## config.mk

```make
export PLATFORM = sky130hd
export DESIGN_NAME = ycr_serial_debug_sched_flat
export DESIGN_NICKNAME = d
export VERILOG_FILES = /design/src/rtl/ycr_serial_debug_sched_pkg.sv /design/src/rtl/ycr_serial_debug_sched_if.sv /design/src/rtl/ycr_serial_debug_sched_rr_arbiter.sv /design/src/rtl/ycr_serial_debug_sched.sv /design/src/flat_wrapper.sv
export SDC_FILE = /design/constraint.sdc
export NUM_CORES = 1
export LEC_CHECK = 0
export BUFFER_PORTS_ARGS = -buffer_cell sky130_fd_sc_hd__buf_2
export CORE_AREA = 2 2 122 124
export CTS_CLUSTER_SIZE = 8
export DETAILED_ROUTE_END_ITERATION = 8
export DIE_AREA = 0 0 124 126
export GPL_ROUTABILITY_DRIVEN = 0
export HOLD_SLACK_MARGIN = 0.05
export PLACE_DENSITY = 0.66
export SKIP_LAST_GASP = 1
export SLEW_MARGIN = 20
export SYNTH_ARGS = -nofsm -noshare
export SYNTH_HDL_FRONTEND = slang
export SYNTH_SLANG_ARGS = --single-unit
```

## constraint.sdc

```tcl
create_clock -name clk -period 8.4 [get_ports clk]
set_input_delay 2.1 -clock clk [delete_from_list [all_inputs] [get_ports clk]]
set_output_delay 2.1 -clock clk [all_outputs]
set_load 0.01 [all_outputs]
```

## src/rtl/ycr_serial_debug_sched_pkg.sv

```systemverilog
// ycr_serial_debug_sched shared definitions.
// Holds the scheduler FSM encoding, frame header layout and a header-packing helper.
package ycr_serial_debug_pkg;

    // Frame header: [7:4] source ID, [3:0] sequence; the payload sits above it.
    localparam int HDR_WD  = 8;
    localparam int ID_WD   = 4;
    localparam int SEQ_WD  = 4;

    localparam int SEQ_LSB = 0;
    localparam int ID_LSB  = SEQ_LSB + SEQ_WD;
    localparam int PLD_LSB = ID_LSB + ID_WD;

    typedef enum logic [1:0] {
        ST_IDLE  = 2'd0,
        ST_GRANT = 2'd1,
        ST_SEND  = 2'd2,
        ST_GAP   = 2'd3
    } sched_state_e;

    function automatic logic [HDR_WD-1:0] mk_hdr(
        input logic [ID_WD-1:0]  id,
        input logic [SEQ_WD-1:0] seq
    );
        return {id, seq};
    endfunction

endpackage

```

## src/rtl/ycr_serial_debug_sched_if.sv

```systemverilog
// Bus bundle between the debug taps / shifter side and the frame scheduler.
// Carries config (cfg_*), source requests/acks (src_*), frame handshake (frm_*) and busy.
interface ycr_serial_debug_sched_if #(
    parameter int DEBUG_WD = 64,
    parameter int NSRC     = 4
);
    localparam int PLD_WD = DEBUG_WD - 8;

    logic                   cfg_en;
    logic [NSRC-1:0]        cfg_mask;
    logic [7:0]             cfg_gap;
    logic [NSRC-1:0]        src_valid;
    logic [NSRC*PLD_WD-1:0] src_data;
    logic [NSRC-1:0]        src_ack;
    logic                   frm_valid;
    logic [DEBUG_WD-1:0]    frm_data;
    logic                   frm_ready;
    logic                   busy;

    // master: taps, shifter and configuration side
    modport master (
        output cfg_en,
        output cfg_mask,
        output cfg_gap,
        output src_valid,
        output src_data,
        output frm_ready,
        input  src_ack,
        input  frm_valid,
        input  frm_data,
        input  busy
    );

    // slave: the scheduler itself
    modport slave (
        input  cfg_en,
        input  cfg_mask,
        input  cfg_gap,
        input  src_valid,
        input  src_data,
        input  frm_ready,
        output src_ack,
        output frm_valid,
        output frm_data,
        output busy
    );

endinterface

```

## src/rtl/ycr_serial_debug_sched_rr_arbiter.sv

```systemverilog
// Combinational round-robin picker: first set bit of req at or after ptr, wrapping.
// Ports: req (requests), ptr (start index) -> gnt (one-hot), gnt_idx (binary).
module ycr_rr_arbiter #(
    parameter int N  = 4,
    parameter int IW = (N > 1) ? $clog2(N) : 1
) (
    input  logic [N-1:0]  req,
    input  logic [IW-1:0] ptr,
    output logic [N-1:0]  gnt,
    output logic [IW-1:0] gnt_idx
);

    logic [IW:0]   w_sum;
    logic [IW-1:0] w_k;
    logic          w_found;

    always_comb begin
        gnt     = '0;
        gnt_idx = '0;
        w_sum   = '0;
        w_k     = '0;
        w_found = 1'b0;
        for (int i = 0; i < N; i++) begin
            // candidate index ptr+i folded back into 0..N-1
            w_sum = {1'b0, ptr} + (IW+1)'(i);
            if (w_sum >= (IW+1)'(N)) begin
                w_sum = w_sum - (IW+1)'(N);
            end
            w_k = w_sum[IW-1:0];
            if (!w_found && req[w_k]) begin
                w_found  = 1'b1;
                gnt[w_k] = 1'b1;
                gnt_idx  = w_k;
            end
        end
    end

endmodule

```

## src/rtl/ycr_serial_debug_sched.sv

```systemverilog
// Round-robin frame scheduler sharing one serial debug shifter among NSRC sources.
// Ports: clk, reset (async, active-high), dbg (slave bundle: cfg_*, src_*, frm_*, busy).
module ycr_serial_debug_sched
    import ycr_serial_debug_pkg::*;
#(
    parameter int DEBUG_WD = 64,
    parameter int NSRC     = 4
) (
    input  logic                    clk,
    input  logic                    reset,
    ycr_serial_debug_sched_if.slave dbg
);

    localparam int PLD_WD = DEBUG_WD - HDR_WD;
    localparam int IW     = (NSRC > 1) ? $clog2(NSRC) : 1;

    sched_state_e        r_state;
    sched_state_e        w_state_nxt;
    logic [IW-1:0]       r_ptr;
    logic [SEQ_WD-1:0]   r_seq;
    logic [7:0]          r_gap_cnt;
    logic [DEBUG_WD-1:0] r_frm;

    logic [NSRC-1:0]     w_req;
    logic [NSRC-1:0]     w_gnt;
    logic [IW-1:0]       w_gnt_idx;
    logic [IW-1:0]       w_ptr_nxt;
    logic [PLD_WD-1:0]   w_pld;
    logic [ID_WD-1:0]    w_id;
    logic                w_any;
    logic                w_load;
    logic                w_accept;

    assign w_req    = dbg.src_valid & dbg.cfg_mask;
    assign w_any    = |w_req;
    assign w_load   = (r_state == ST_GRANT) && w_any;
    assign w_accept = (r_state == ST_SEND) && dbg.frm_ready;

    ycr_rr_arbiter #(
        .N  (NSRC),
        .IW (IW)
    ) u_arb (
        .req     (w_req),
        .ptr     (r_ptr),
        .gnt     (w_gnt),
        .gnt_idx (w_gnt_idx)
    );

    assign w_pld     = dbg.src_data[w_gnt_idx*PLD_WD +: PLD_WD];
    assign w_id      = ID_WD'(w_gnt_idx);
    assign w_ptr_nxt = (w_gnt_idx == IW'(NSRC-1)) ? '0 : w_gnt_idx + 1'b1;

    always_ff @(posedge clk or posedge reset) begin
        if (reset) begin
            r_state <= ST_IDLE;
        end else begin
            r_state <= w_state_nxt;
        end
    end

    // cfg_en only gates leaving IDLE, so a frame already granted always completes
    always_comb begin
        w_state_nxt = r_state;
        unique case (r_state)
            ST_IDLE: begin
                if (dbg.cfg_en && w_any) begin
                    w_state_nxt = ST_GRANT;
                end
            end
            ST_GRANT: begin
                w_state_nxt = w_any ? ST_SEND : ST_IDLE;
            end
            ST_SEND: begin
                if (dbg.frm_ready) begin
                    w_state_nxt = (dbg.cfg_gap != 8'd0) ? ST_GAP : ST_IDLE;
                end
            end
            ST_GAP: begin
                if (r_gap_cnt <= 8'd1) begin
                    w_state_nxt = ST_IDLE;
                end
            end
            default: begin
                w_state_nxt = ST_IDLE;
            end
        endcase
    end

    always_comb begin
        dbg.src_ack   = '0;
        dbg.frm_valid = 1'b0;
        dbg.busy      = 1'b0;
        unique case (r_state)
            ST_GRANT: begin
                dbg.src_ack = w_gnt;
                dbg.busy    = 1'b1;
            end
            ST_SEND: begin
                dbg.frm_valid = 1'b1;
                dbg.busy      = 1'b1;
            end
            ST_GAP: begin
                dbg.busy = 1'b1;
            end
            default: begin
                dbg.busy = 1'b0;
            end
        endcase
    end

    assign dbg.frm_data = r_frm;

    // Frame register and round-robin pointer move only on a real grant.
    always_ff @(posedge clk or posedge reset) begin
        if (reset) begin
            r_frm <= '0;
            r_ptr <= '0;
        end else if (w_load) begin
            r_frm <= {w_pld, mk_hdr(w_id, r_seq)};
            r_ptr <= w_ptr_nxt;
        end
    end

    // seq advances per accepted frame; gap counter loads on accept and drains in GAP
    always_ff @(posedge clk or posedge reset) begin
        if (reset) begin
            r_seq     <= '0;
            r_gap_cnt <= '0;
        end else if (w_accept) begin
            r_seq     <= r_seq + 1'b1;
            r_gap_cnt <= dbg.cfg_gap;
        end else if (r_state == ST_GAP) begin
            r_gap_cnt <= r_gap_cnt - 8'd1;
        end
    end

endmodule

```

## src/flat_wrapper.sv

```systemverilog
// flat-port wrapper written by rule: the top's interface ports become plain ports
module ycr_serial_debug_sched_flat import ycr_serial_debug_pkg::*;
#(
    parameter int DEBUG_WD = 64,
    parameter int NSRC     = 4
)
  (clk, reset, dbg_cfg_en, dbg_cfg_mask, dbg_cfg_gap, dbg_src_valid, dbg_src_data, dbg_frm_ready, dbg_src_ack, dbg_frm_valid, dbg_frm_data, dbg_busy);
  ycr_serial_debug_sched_if #(.DEBUG_WD(DEBUG_WD), .NSRC(NSRC)) dbg_i ();
  input  logic clk;
  input  logic reset;
  input wire logic [$bits(dbg_i.cfg_en)-1:0] dbg_cfg_en;
  input wire logic [$bits(dbg_i.cfg_mask)-1:0] dbg_cfg_mask;
  input wire logic [$bits(dbg_i.cfg_gap)-1:0] dbg_cfg_gap;
  input wire logic [$bits(dbg_i.src_valid)-1:0] dbg_src_valid;
  input wire logic [$bits(dbg_i.src_data)-1:0] dbg_src_data;
  input wire logic [$bits(dbg_i.frm_ready)-1:0] dbg_frm_ready;
  output wire logic [$bits(dbg_i.src_ack)-1:0] dbg_src_ack;
  output wire logic [$bits(dbg_i.frm_valid)-1:0] dbg_frm_valid;
  output wire logic [$bits(dbg_i.frm_data)-1:0] dbg_frm_data;
  output wire logic [$bits(dbg_i.busy)-1:0] dbg_busy;
  assign dbg_i.cfg_en = dbg_cfg_en;
  assign dbg_i.cfg_mask = dbg_cfg_mask;
  assign dbg_i.cfg_gap = dbg_cfg_gap;
  assign dbg_i.src_valid = dbg_src_valid;
  assign dbg_i.src_data = dbg_src_data;
  assign dbg_i.frm_ready = dbg_frm_ready;
  assign dbg_src_ack = dbg_i.src_ack;
  assign dbg_frm_valid = dbg_i.frm_valid;
  assign dbg_frm_data = dbg_i.frm_data;
  assign dbg_busy = dbg_i.busy;
  ycr_serial_debug_sched #(.DEBUG_WD(DEBUG_WD), .NSRC(NSRC)) u_core (.clk(clk), .reset(reset), .dbg(dbg_i));
endmodule
```

==> flow_metrics.py, run 1 <==
metrics = {
    "logic_synthesis": {
        "synth_most_common_cell": "mux2i_1",
        "synth_flop_cell": "dfrtp_1",
        "synth_top_area_frac": 0.375,
        "netlist_instances": 511,
        "yosysWarnings": 0,
        "netlist_top_cells_count": "mux2i_1, nand2_1, dfrtp_1, o221ai_1",
        "seq_area_frac_synth": 0.375,
        "ys_async_sr_fraction": 1.00,
        "postSynthAreaPerCell_sq_um": 10.2,
        "synth_edf_count": 0,
        "synth.area.top_cells": "dfrtp_1, mux2i_1, o221ai_1, nand2_1, ha_1",
        "syn_area_sq_um": 5200,
        "yosys.area.top_type": "dfrtp_1",
        "synth.ff_latch_count": 78,
        "synth_cell_type_count": 46,
    },
    "sta": {
        "finalCriticalPeriod_ns": 5.73,
        "finalCritPeriodShare": 0.683,
        "hold_viol": 0,
        "slew_headroom": 0.409,
        "fmax_ghz": 0.174,
        "rsz0062_at_grt": "no",
        "setup_tns_ns": 0,
        "slew_viol_final": 0,
        "worstMarginPinSlew_ns": 0.886,
        "skew_ns": 0.00966,
        "setup_viol": 0,
    },
    "route": {
        "vias": 5021,
        "wire_per_inst_microns": 16.2,
        "drt-total-wl_microns": 16000,
        "ant_nets": 0,
        "dr.pass1.iters": 5,
        "drt_first_iter_violations": 268,
        "viasPerCell": 5.09,
        "drc": 0,
    },
    "worst_setup_path": {
        "cp_max_fo": 8,
        "cp-end-kind": "output port",
        "worstPathRequired_ns": 6.30,
        "cp.arrival_ns": 3.63,
        "worstSetupStartpointType": "input pin",
        "crit_type": "input pin to output port",
    },
    "cts": {
        "clk_pin_slew_ns": 0.05,
        "cts_tree": "done",
        "postCtsSetupBuffers": 0,
        "cts_resized": 0,
        "cts_hold_buf": 0,
        "clock_latency_ns": 0.33,
        "root_buffer": "clkbuf_16",
        "cts_buffer_depth": 2,
        "cts_sinks": 78,
        "cts_max_level": 3,
        "cts_buffers": 9,
    },
    "hold_path": {
        "min_path_type": "flop to flop",
    },
    "finish": {
        "final_cells": 987,
        "area_growth_pct": 34.8,
        "design_area_sq_um": 7010,
        "drive_above_1_share": 0.430,
        "nNetsFinal": 1055,
    },
    "grt": {
        "grt.overflow.total": 0,
        "grt_pass1_vias": 4617,
        "track_usage": 0.196,
        "antenna_found_initial": 1,
        "grt_pass1_wl_microns": 23800,
        "grt_max_degree": 79,
    },
    "placement": {
        "dp_hpwl_microns": 12300,
        "dpl_cell_area_sq_um": 6710,
        "port_buffers": 311,
        "dp_cells": 972,
    },
    "job": {
        "max_cap_violations": 0,
    },
    "power_and_ir_drop": {
        "finalPower_w": 0.00220,
        "peakVddDrop_v": 0.000148,
        "power.density_nw_per_um2": 314,
        "leakagePower_nw": 3.89,
    },
    "floorplan": {
        "start_util": 0.364,
        "die_w_microns": 124,
        "die_y_microns": 126,
        "core_sq_um": 14300,
        "num_rows": 44,
        "io_pins": 314,
        "die_area_sq_um": 15600,
    },
    "run_status": {
        "outcome": "complete, no violations",
    },
}
registers in the layout, indices dropped and copies added (netlist names):
register,flops
u_core.dbg.frm_data,62
u_core.r_seq,4
u_core.r_gap_cnt,8
u_core.r_ptr,2
u_core.r_state,2
power breakdown:
part           switching [W]  total, W  internal (W)  leakage (nW)
Combinational       0.000624   0.00113      0.000502          2.77
Clock               0.000148  0.000392      0.000244         0.148
Sequential          0.000129  0.000683      0.000554         0.972
Total               0.000902   0.00220       0.00130          3.89
critical path, stage by stage:
cell     delay [ns]
buf_2          0.08
nand2_1        0.17
mux4_1         0.67
nand3_1        0.13
o21ai_0        0.08
mux2i_1        0.17
a21oi_1        0.09
buf_2          0.14
routing by layer:
layer  GRT usage  part of all wire  up-vias
met4      0.0588             0.015        0
met3      0.0376             0.082       19
met2       0.327              0.48      224
li1            -                 -     2484
met1       0.255              0.43     2294
met5           0                 0        -
area by class of cell:
type                       count  area, sq um
fill                        1397         7300
antenna                        1         2.50
clock inverter                 3         43.8
tap                          184          230
clock buffer                  11          253
inverter                      14         53.8
timing repair buffer         316         1600
multi-input combinational    380         2880
sequential                    78         1950
through the flow:
step	setup WS, ns	util	hold slack [ns]
after floorplan	3.00	-	0.442
after global placement	2.73	0.469	0.459
after detailed placement	2.69	0.469	0.472
after CTS	2.69	0.489	0.483
after global routing	2.49	0.490	0.500
final	2.67	0.490	0.478
path summary, 6_finish.rpt:
check                                                     from                                   to  slack (ns)  depth (start not counted)
min reg2reg                u_core.dbg.frm_data[52]$_DFFE_PP0P_  u_core.dbg.frm_data[52]$_DFFE_PP0P_        0.48                          2
min                        u_core.dbg.frm_data[52]$_DFFE_PP0P_  u_core.dbg.frm_data[52]$_DFFE_PP0P_        0.48                          2
max in group asynchronous                                reset  u_core.dbg.frm_data[36]$_DFFE_PP0P_        5.94                          3
max reg2reg                        u_core.r_ptr[0]$_DFFE_PP0P_  u_core.dbg.frm_data[61]$_DFFE_PP0P_        4.39                          8
min in group asynchronous                                reset        u_core.r_state[0]$_DFFE_PP0P_        1.94                          3
max                                           dbg_src_valid[2]                       dbg_src_ack[3]        2.67                          8
cell families (layout without fill, tap and decap cells):
kind of cell	Yosys count	count (layout)	share of synthesized area
AND/OR/NAND/NOR	134	134	0.111
XOR/XNOR	3	3	0.00505
multiplexers	125	125	0.247
adder cells (fa/ha/maj)	12	12	0.0289
AO/OA/AOI/OAI	104	104	0.155
flip-flops	78	78	0.375
other	1	3	0.000721
buffers and inverters	54	344	0.0769
cells in the final DEF (no fill, tap or decap), types with 3 or more instances in the layout:
| master | n |
|---|---|
| buf_2 | 311 |
| mux2i_1 | 118 |
| nand2_1 | 78 |
| dfrtp_1 | 78 |
| o221ai_1 | 56 |
| nor2_1 | 17 |
| o21ai_0 | 17 |
| nand3_1 | 13 |
| ha_1 | 12 |
| inv_1 | 11 |
| a21oi_1 | 9 |
| clkbuf_16 | 9 |
| and2_1 | 7 |
| nor3_1 | 6 |
| mux2_2 | 5 |
| a221o_1 | 4 |
| buf_4 | 4 |
| o211ai_1 | 3 |
| nor4_1 | 3 |
| xnor2_1 | 3 |
(Power assumes the default switching activity.)
==> run 2, diff against run 1 <==
==> constraint.sdc (replaced) <==
create_clock -name clk -period 5.45 [get_ports clk]
set_input_delay 1.3625 -clock clk [delete_from_list [all_inputs] [get_ports clk]]
set_output_delay 1.3625 -clock clk [all_outputs]
set_load 0.01 [all_outputs]
==> flow_metrics.py, run 2 (synthesis gave the netlist of run 1 again) <==
metrics = {
    "power_and_ir_drop": {
        "swShare": 0.408,
        "p_seq_frac": 0.305,
        "power.internal_w": 0.00205,
        "leakagePower_nw": 3.89,
        "clkPwrFrac": 0.190,
        "power.density_nw_per_um2": 491,
        "peakVddDrop_v": 0.000317,
        "finalPower_w": 0.00346,
        "combPwrFrac": 0.505,
        "p_sw_w": 0.00141,
    },
    "grt": {
        "grt_pass1_wl_microns": 24100,
        "track_usage": 0.200,
        "grt_max_degree": 115,
        "grt_pass1_vias": 4649,
        "grt.overflow.total": 0,
        "antenna_found_initial": 1,
    },
    "worst_setup_path": {
        "cp_max_fo": 16,
        "cp-end-kind": "output port",
        "worstSetupStartpointType": "flop",
        "cp.arrival_ns": 2.93,
        "worstPathRequired_ns": 4.09,
        "crit_type": "flop to output port",
    },
    "sta": {
        "slew_viol_final": 0,
        "finalCritPeriodShare": 0.787,
        "fmax_ghz": 0.233,
        "skew_ns": 0.00734,
        "setup_tns_ns": 0,
        "worstMarginPinSlew_ns": 0.791,
        "hold_viol": 0,
        "finalCriticalPeriod_ns": 4.29,
        "rsz0062_at_grt": "no",
        "setup_viol": 0,
        "setup_ws_ns": 1.16,
        "fin_hold_ws_ns": 0.476,
        "slew_headroom": 0.473,
    },
    "placement": {
        "dp_hpwl_microns": 12400,
        "pre_cts_ws_ns": 1.19,
        "port_buffers": 311,
        "dp_cells": 971,
    },
    "cts": {
        "cts_resized": 0,
        "cts_max_level": 3,
        "clk_pin_slew_ns": 0.06,
        "cts_tree": "done",
        "clock_latency_ns": 0.33,
        "cts_buffer_depth": 2,
        "cts_sinks": 78,
        "root_buffer": "clkbuf_16",
        "postCtsSetupBuffers": 0,
        "cts_hold_buf": 0,
        "cts_buffers": 9,
    },
    "route": {
        "drt-total-wl_microns": 16300,
        "viasPerCell": 5.18,
        "dr.pass1.iters": 6,
        "vias": 5116,
        "drt_first_iter_violations": 256,
        "wire_per_inst_microns": 16.5,
        "drc": 0,
        "ant_nets": 0,
    },
    "floorplan": {
        "die_area_sq_um": 15600,
        "num_rows": 44,
        "die_y_microns": 126,
        "die_w_microns": 124,
        "io_pins": 314,
        "core_sq_um": 14300,
        "start_util": 0.364,
    },
    "hold_path": {
        "min_path_type": "flop to flop",
    },
    "job": {
        "max_cap_violations": 0,
    },
    "finish": {
        "nNetsFinal": 1054,
        "final_cells": 988,
        "multiInputGateArea_sq_um": 2880,
        "area_growth_pct": 35.3,
        "largest_reg_flops": 62,
        "final_cell_mix": "buf_2, mux2i_1, nand2_1, dfrtp_1, o221ai_1",
        "final_common_cell": "buf_2",
        "drive_above_1_share": 0.430,
        "fillers": 1376,
        "seq_area_sq_um": 1950,
    },
    "run_status": {
        "outcome": "complete, no violations",
    },
}
run 2: routing by layer:
metal | vias up | global-route usage | wire [microns]
met3 | 21 | 0.0439 | 1390
li1 | 2492 | - | -
met2 | 261 | 0.333 | 7980
met5 | - | 0 | 0
met1 | 2342 | 0.257 | 6680
met4 | 0 | 0.0648 | 301
run 2: cell type report:
class / instances / area share
clock buffers: 11 / 0.0345
multi-input cells: 380 / 0.409
flip-flops and latches: 78 / 0.277
inverters: 14 / 0.00764
diodes: 1 / 0.000355
clock inverters: 5 / 0.0115
repair buffers: 315 / 0.227
well taps: 184 / 0.0327
run 2: path summary, 6_finish.rpt:
path	start	to	cells past startpoint	slack [ns]
max	u_core.r_ptr[0]$_DFFE_PP0P_	dbg_src_ack[3]	9	1.16
min	u_core.r_seq[3]$_DFFE_PP0P_	u_core.r_seq[3]$_DFFE_PP0P_	1	0.48
max reg2reg	u_core.r_ptr[0]$_DFFE_PP0P_	u_core.dbg.frm_data[14]$_DFFE_PP0P_	8	1.92
min reg2reg	u_core.r_seq[3]$_DFFE_PP0P_	u_core.r_seq[3]$_DFFE_PP0P_	1	0.48
max in group asynchronous	reset	u_core.dbg.frm_data[34]$_DFFE_PP0P_	3	3.37
min in group asynchronous	reset	u_core.r_gap_cnt[0]$_DFFE_PP0P_	2	1.10
run 2: through the flow:
step / util / instance area, sq um
floorplan: - / 5210
finish: 0.492 / 7040
detailed placement: 0.469 / 6720
global placement: 0.469 / 6710
global route: 0.492 / 7040
CTS: 0.492 / 7040
run 2: critical path, cell delays in order, from the launching register on:
cell      delay (ns)
dfrtp_1         0.66
inv_2           0.22
ha_1            0.52
inv_1           0.15
nor3_1          0.19
o21ai_0         0.10
o211ai_1        0.32
nand3_1         0.12
a21oi_1         0.17
buf_2           0.15
run 2: power groups by stage:
| stage | Combinational [W] | Clock [W] | Sequential (W) |
|---|---|---|---|
| floorplan | 0.00123 | 0 | 0.00111 |
| global placement | 0.00174 | 0 | 0.00105 |
| detailed placement | 0.00177 | 0 | 0.00105 |
| CTS | 0.00177 | 0.000677 | 0.00105 |
| global route | 0.00193 | 0.000706 | 0.00109 |
| finish | 0.00175 | 0.000656 | 0.00106 |
==> run 3, diff against run 2 <==
--- a/config.mk
+++ b/config.mk
@@ -5,14 +5,16 @@
 export SDC_FILE = /design/constraint.sdc
 export NUM_CORES = 1
 export LEC_CHECK = 0
+export ABC_AREA = 1
 export BUFFER_PORTS_ARGS = -buffer_cell sky130_fd_sc_hd__buf_2
-export CORE_AREA = 2 2 122 124
+export CORE_ASPECT_RATIO = 0.75
+export CORE_MARGIN = 2
+export CORE_UTILIZATION = 43
 export CTS_CLUSTER_SIZE = 8
 export DETAILED_ROUTE_END_ITERATION = 8
-export DIE_AREA = 0 0 124 126
 export GPL_ROUTABILITY_DRIVEN = 0
 export HOLD_SLACK_MARGIN = 0.05
-export PLACE_DENSITY = 0.66
+export PLACE_DENSITY = 0.75
 export SKIP_LAST_GASP = 1
 export SLEW_MARGIN = 20
 export SYNTH_ARGS = -nofsm -noshare
==> constraint.sdc (replaced) <==
create_clock -name clk -period 3.6 [get_ports clk]
set_input_delay 0.9 -clock clk [delete_from_list [all_inputs] [get_ports clk]]
set_output_delay 0.9 -clock clk [all_outputs]
set_load 0.01 [all_outputs]
==> flow_metrics.py, run 3 <==
metrics = {
    "run_status": {
        "outcome": "complete, no violations",
    },
    "route": {
        "dr.pass1.iters": 6,
        "drt-total-wl_microns": 21400,
        "wire_per_inst_microns": 13.3,
        "ant_nets": 0,
        "viasPerCell": 4.83,
        "drc": 0,
        "drt_first_iter_violations": 498,
        "vias": 7781,
    },
    "job": {
        "max_cap_violations": 0,
    },
    "placement": {
        "port_buffers": 311,
        "dp_hpwl_microns": 15400,
        "pre_cts_ws_ns": 0.351,
    },
    "finish": {
        "final_cell_mix": "nand2_1, buf_2, nand3_1",
        "largest_reg_flops": 62,
        "drive_above_1_share": 0.256,
        "final_common_cell": "nand2_1",
        "nNetsFinal": 1655,
        "area_growth_pct": 30.7,
        "fillers": 1541,
    },
    "cts": {
        "cts_buffers": 9,
        "clock_latency_ns": 0.33,
        "cts_sinks": 78,
        "cts_tree": "done",
        "cts_hold_buf": 0,
        "clk_pin_slew_ns": 0.07,
        "cts_buffer_depth": 2,
        "root_buffer": "clkbuf_16",
        "cts_max_level": 3,
    },
    "hold_path": {
        "holdPathEnd": "u_core.dbg.frm_data[1]$_DFFE_PP0P_",
        "min_path_cells": 2,
        "min_path_type": "flop to flop",
        "hp-start": "u_core.dbg.frm_data[1]$_DFFE_PP0P_",
    },
    "power_and_ir_drop": {
        "power.density_nw_per_um2": 1100,
        "peakVddDrop_v": 0.000741,
        "leakagePower_nw": 5.63,
    },
    "worst_setup_path": {
        "crit_type": "flop to output port",
        "reg2reg_from": "u_core.r_ptr[1]$_DFFE_PP0P_",
        "cp_max_fo": 9,
        "ff2ff_path_depth": 15,
        "worstSetupStartpointType": "flop",
        "r2r_end": "u_core.dbg.frm_data[40]$_DFFE_PP0P_",
        "cp.arrival_ns": 2.46,
        "worstPathRequired_ns": 2.70,
        "rrSetupSlack_ns": 0.62,
        "cp-end-kind": "output port",
    },
    "logic_synthesis": {
        "synth.ff_latch_count": 78,
        "seq_area_frac_synth": 0.296,
        "yosys.area.top_type": "dfrtp_1",
        "syn_area_sq_um": 6590,
        "netlist_instances": 1128,
        "postSynthAreaPerCell_sq_um": 5.85,
        "synth_edf_count": 0,
        "synth_flop_cell": "dfrtp_1",
        "synth_most_common_cell": "nand2_1",
        "netlist_top_cells_count": "nand2_1, nand3_1, inv_1, dfrtp_1, buf_2",
        "ys_async_sr_fraction": 1.00,
        "synth.area.top_cells": "dfrtp_1, nand2_1, nand3_1, inv_1, ha_1",
        "yosysWarnings": 0,
        "synth_cell_type_count": 29,
        "synth_top_area_frac": 0.296,
    },
    "sta": {
        "fmax_ghz": 0.298,
        "setup_ws_ns": 0.244,
        "setup_viol": 0,
        "finalCriticalPeriod_ns": 3.36,
        "hold_viol": 0,
        "finalCritPeriodShare": 0.932,
        "slew_viol_final": 0,
        "setup_tns_ns": 0,
        "rsz0062_at_grt": "no",
        "worstMarginPinSlew_ns": 0.736,
        "slew_headroom": 0.509,
        "skew_ns": 0.00717,
    },
    "floorplan": {
        "num_rows": 39,
        "die_w_microns": 147,
        "die_y_microns": 111,
        "start_util": 0.436,
        "io_pins": 314,
        "core_sq_um": 15100,
        "die_area_sq_um": 16400,
    },
    "grt": {
        "grt_max_degree": 114,
        "grt.overflow.total": 0,
        "antenna_found_initial": 3,
        "track_usage": 0.259,
        "grt_pass1_vias": 7181,
        "grt_pass1_wl_microns": 34600,
    },
}
[run 3: cell types whose count changed after synthesis, moves of 6 or more]
| cell | delta |
|---|---|
| buf_2 | +20 |
| and2_1 | -7 |
| o221ai_1 | -56 |
| nand3_1 | +241 |
| o21ai_0 | -9 |
| nand2_2 | +6 |
| mux2i_1 | -118 |
| inv_1 | +232 |
| buf_12 | -7 |
| nor2_1 | -8 |
| buf_4 | +9 |
| nand2_1 | +330 |
[run 3: where the power goes]
| part | leakage, nW | switching (W) | internal (W) |
|---|---|---|---|
| Clock | 0.166 | 0.000381 | 0.000682 |
| Combinational | 4.50 | 0.00446 | 0.00239 |
| Sequential | 0.968 | 0.000284 | 0.00132 |
| Total | 5.63 | 0.00513 | 0.00439 |
[run 3: final cells by class]
cell class / count / area [sq um] / share of cell area
Timing Repair Buffer: 324 / 1730 / 0.201
Multi-Input combinational cell: 739 / 3400 / 0.394
Clock inverter: 7 / 120 / 0.0139
Tap cell: 205 / 256 / 0.0298
Inverter: 247 / 932 / 0.108
Clock buffer: 9 / 225 / 0.0261
Antenna cell: 3 / 7.51 / 0.000871
Sequential cell: 78 / 1950 / 0.227
[run 3: how the worst max path moves through the flow]
stage                                start                                  to  cells after the start
2_1_floorplan                        reset  u_core.dbg.frm_data[0]$_DFFE_PP0P_                      1
3_3_place_gp               dbg_cfg_mask[1]                      dbg_src_ack[3]                      9
3_5_place_dp   u_core.r_ptr[1]$_DFFE_PP0P_                      dbg_src_ack[0]                     10
4_1_cts        u_core.r_ptr[1]$_DFFE_PP0P_                      dbg_src_ack[0]                     10
5_1_grt        u_core.r_ptr[1]$_DFFE_PP0P_                      dbg_src_ack[0]                     10
6_report       u_core.r_ptr[1]$_DFFE_PP0P_                      dbg_src_ack[0]                     10
[run 3: critical path, cell delays in order (launching register included)]
cell and delay (ns):
dfrtp_2 0.48, clkinvlp_4 0.16, ha_1 0.35, inv_1 0.14, nand3_1 0.09, nand2_1 0.08
nand3_1 0.18, a21oi_2 0.25, nand2_1 0.11, a41oi_1 0.15, buf_2 0.15
[run 3: through the flow]
stage	area (sq um)	utilization	hold slack [ns]	power [W]	std cells
2_1_floorplan	6600	-	0.442	0.00670	1129
3_3_place_gp	8240	0.545	0.458	0.00833	1591
3_5_place_dp	8240	0.545	0.459	0.00842	1591
4_1_cts	8590	0.568	0.477	0.00952	1607
5_1_grt	8620	0.570	0.488	0.0105	1611
6_report	8620	0.570	0.472	0.00952	1612
[run 3: cells by family (layout without fill, tap and decap cells)]
logic type               after synthesis  count (layout)  share of synthesized area
AND/OR/NAND/NOR                      694             694                      0.455
adder cells (fa/ha/maj)               12              12                     0.0228
buffers and inverters                312             587                      0.194
other                                  1               5                   0.000569
AO/OA/AOI/OAI                         25              25                     0.0245
XOR/XNOR                               6               6                    0.00797
flip-flops                            78              78                      0.296
[run 3: layer usage]
layer	vias up	wire length [microns]	track usage
li1	3955	-	-
met1	3493	9200	0.331
met2	292	10300	0.444
met3	41	1440	0.0523
met4	0	508	0.0795
met5	-	0	0
[run 3: what timing repair did]
| action | 4_1_cts | 5_1_grt |
|---|---|---|
| endpoints found under the setup margin | 2 | 4 |
| setup buffers | 0 | 2 |
| gates cloned | 0 | 0 |
| gates resized for setup | 1 | 2 |
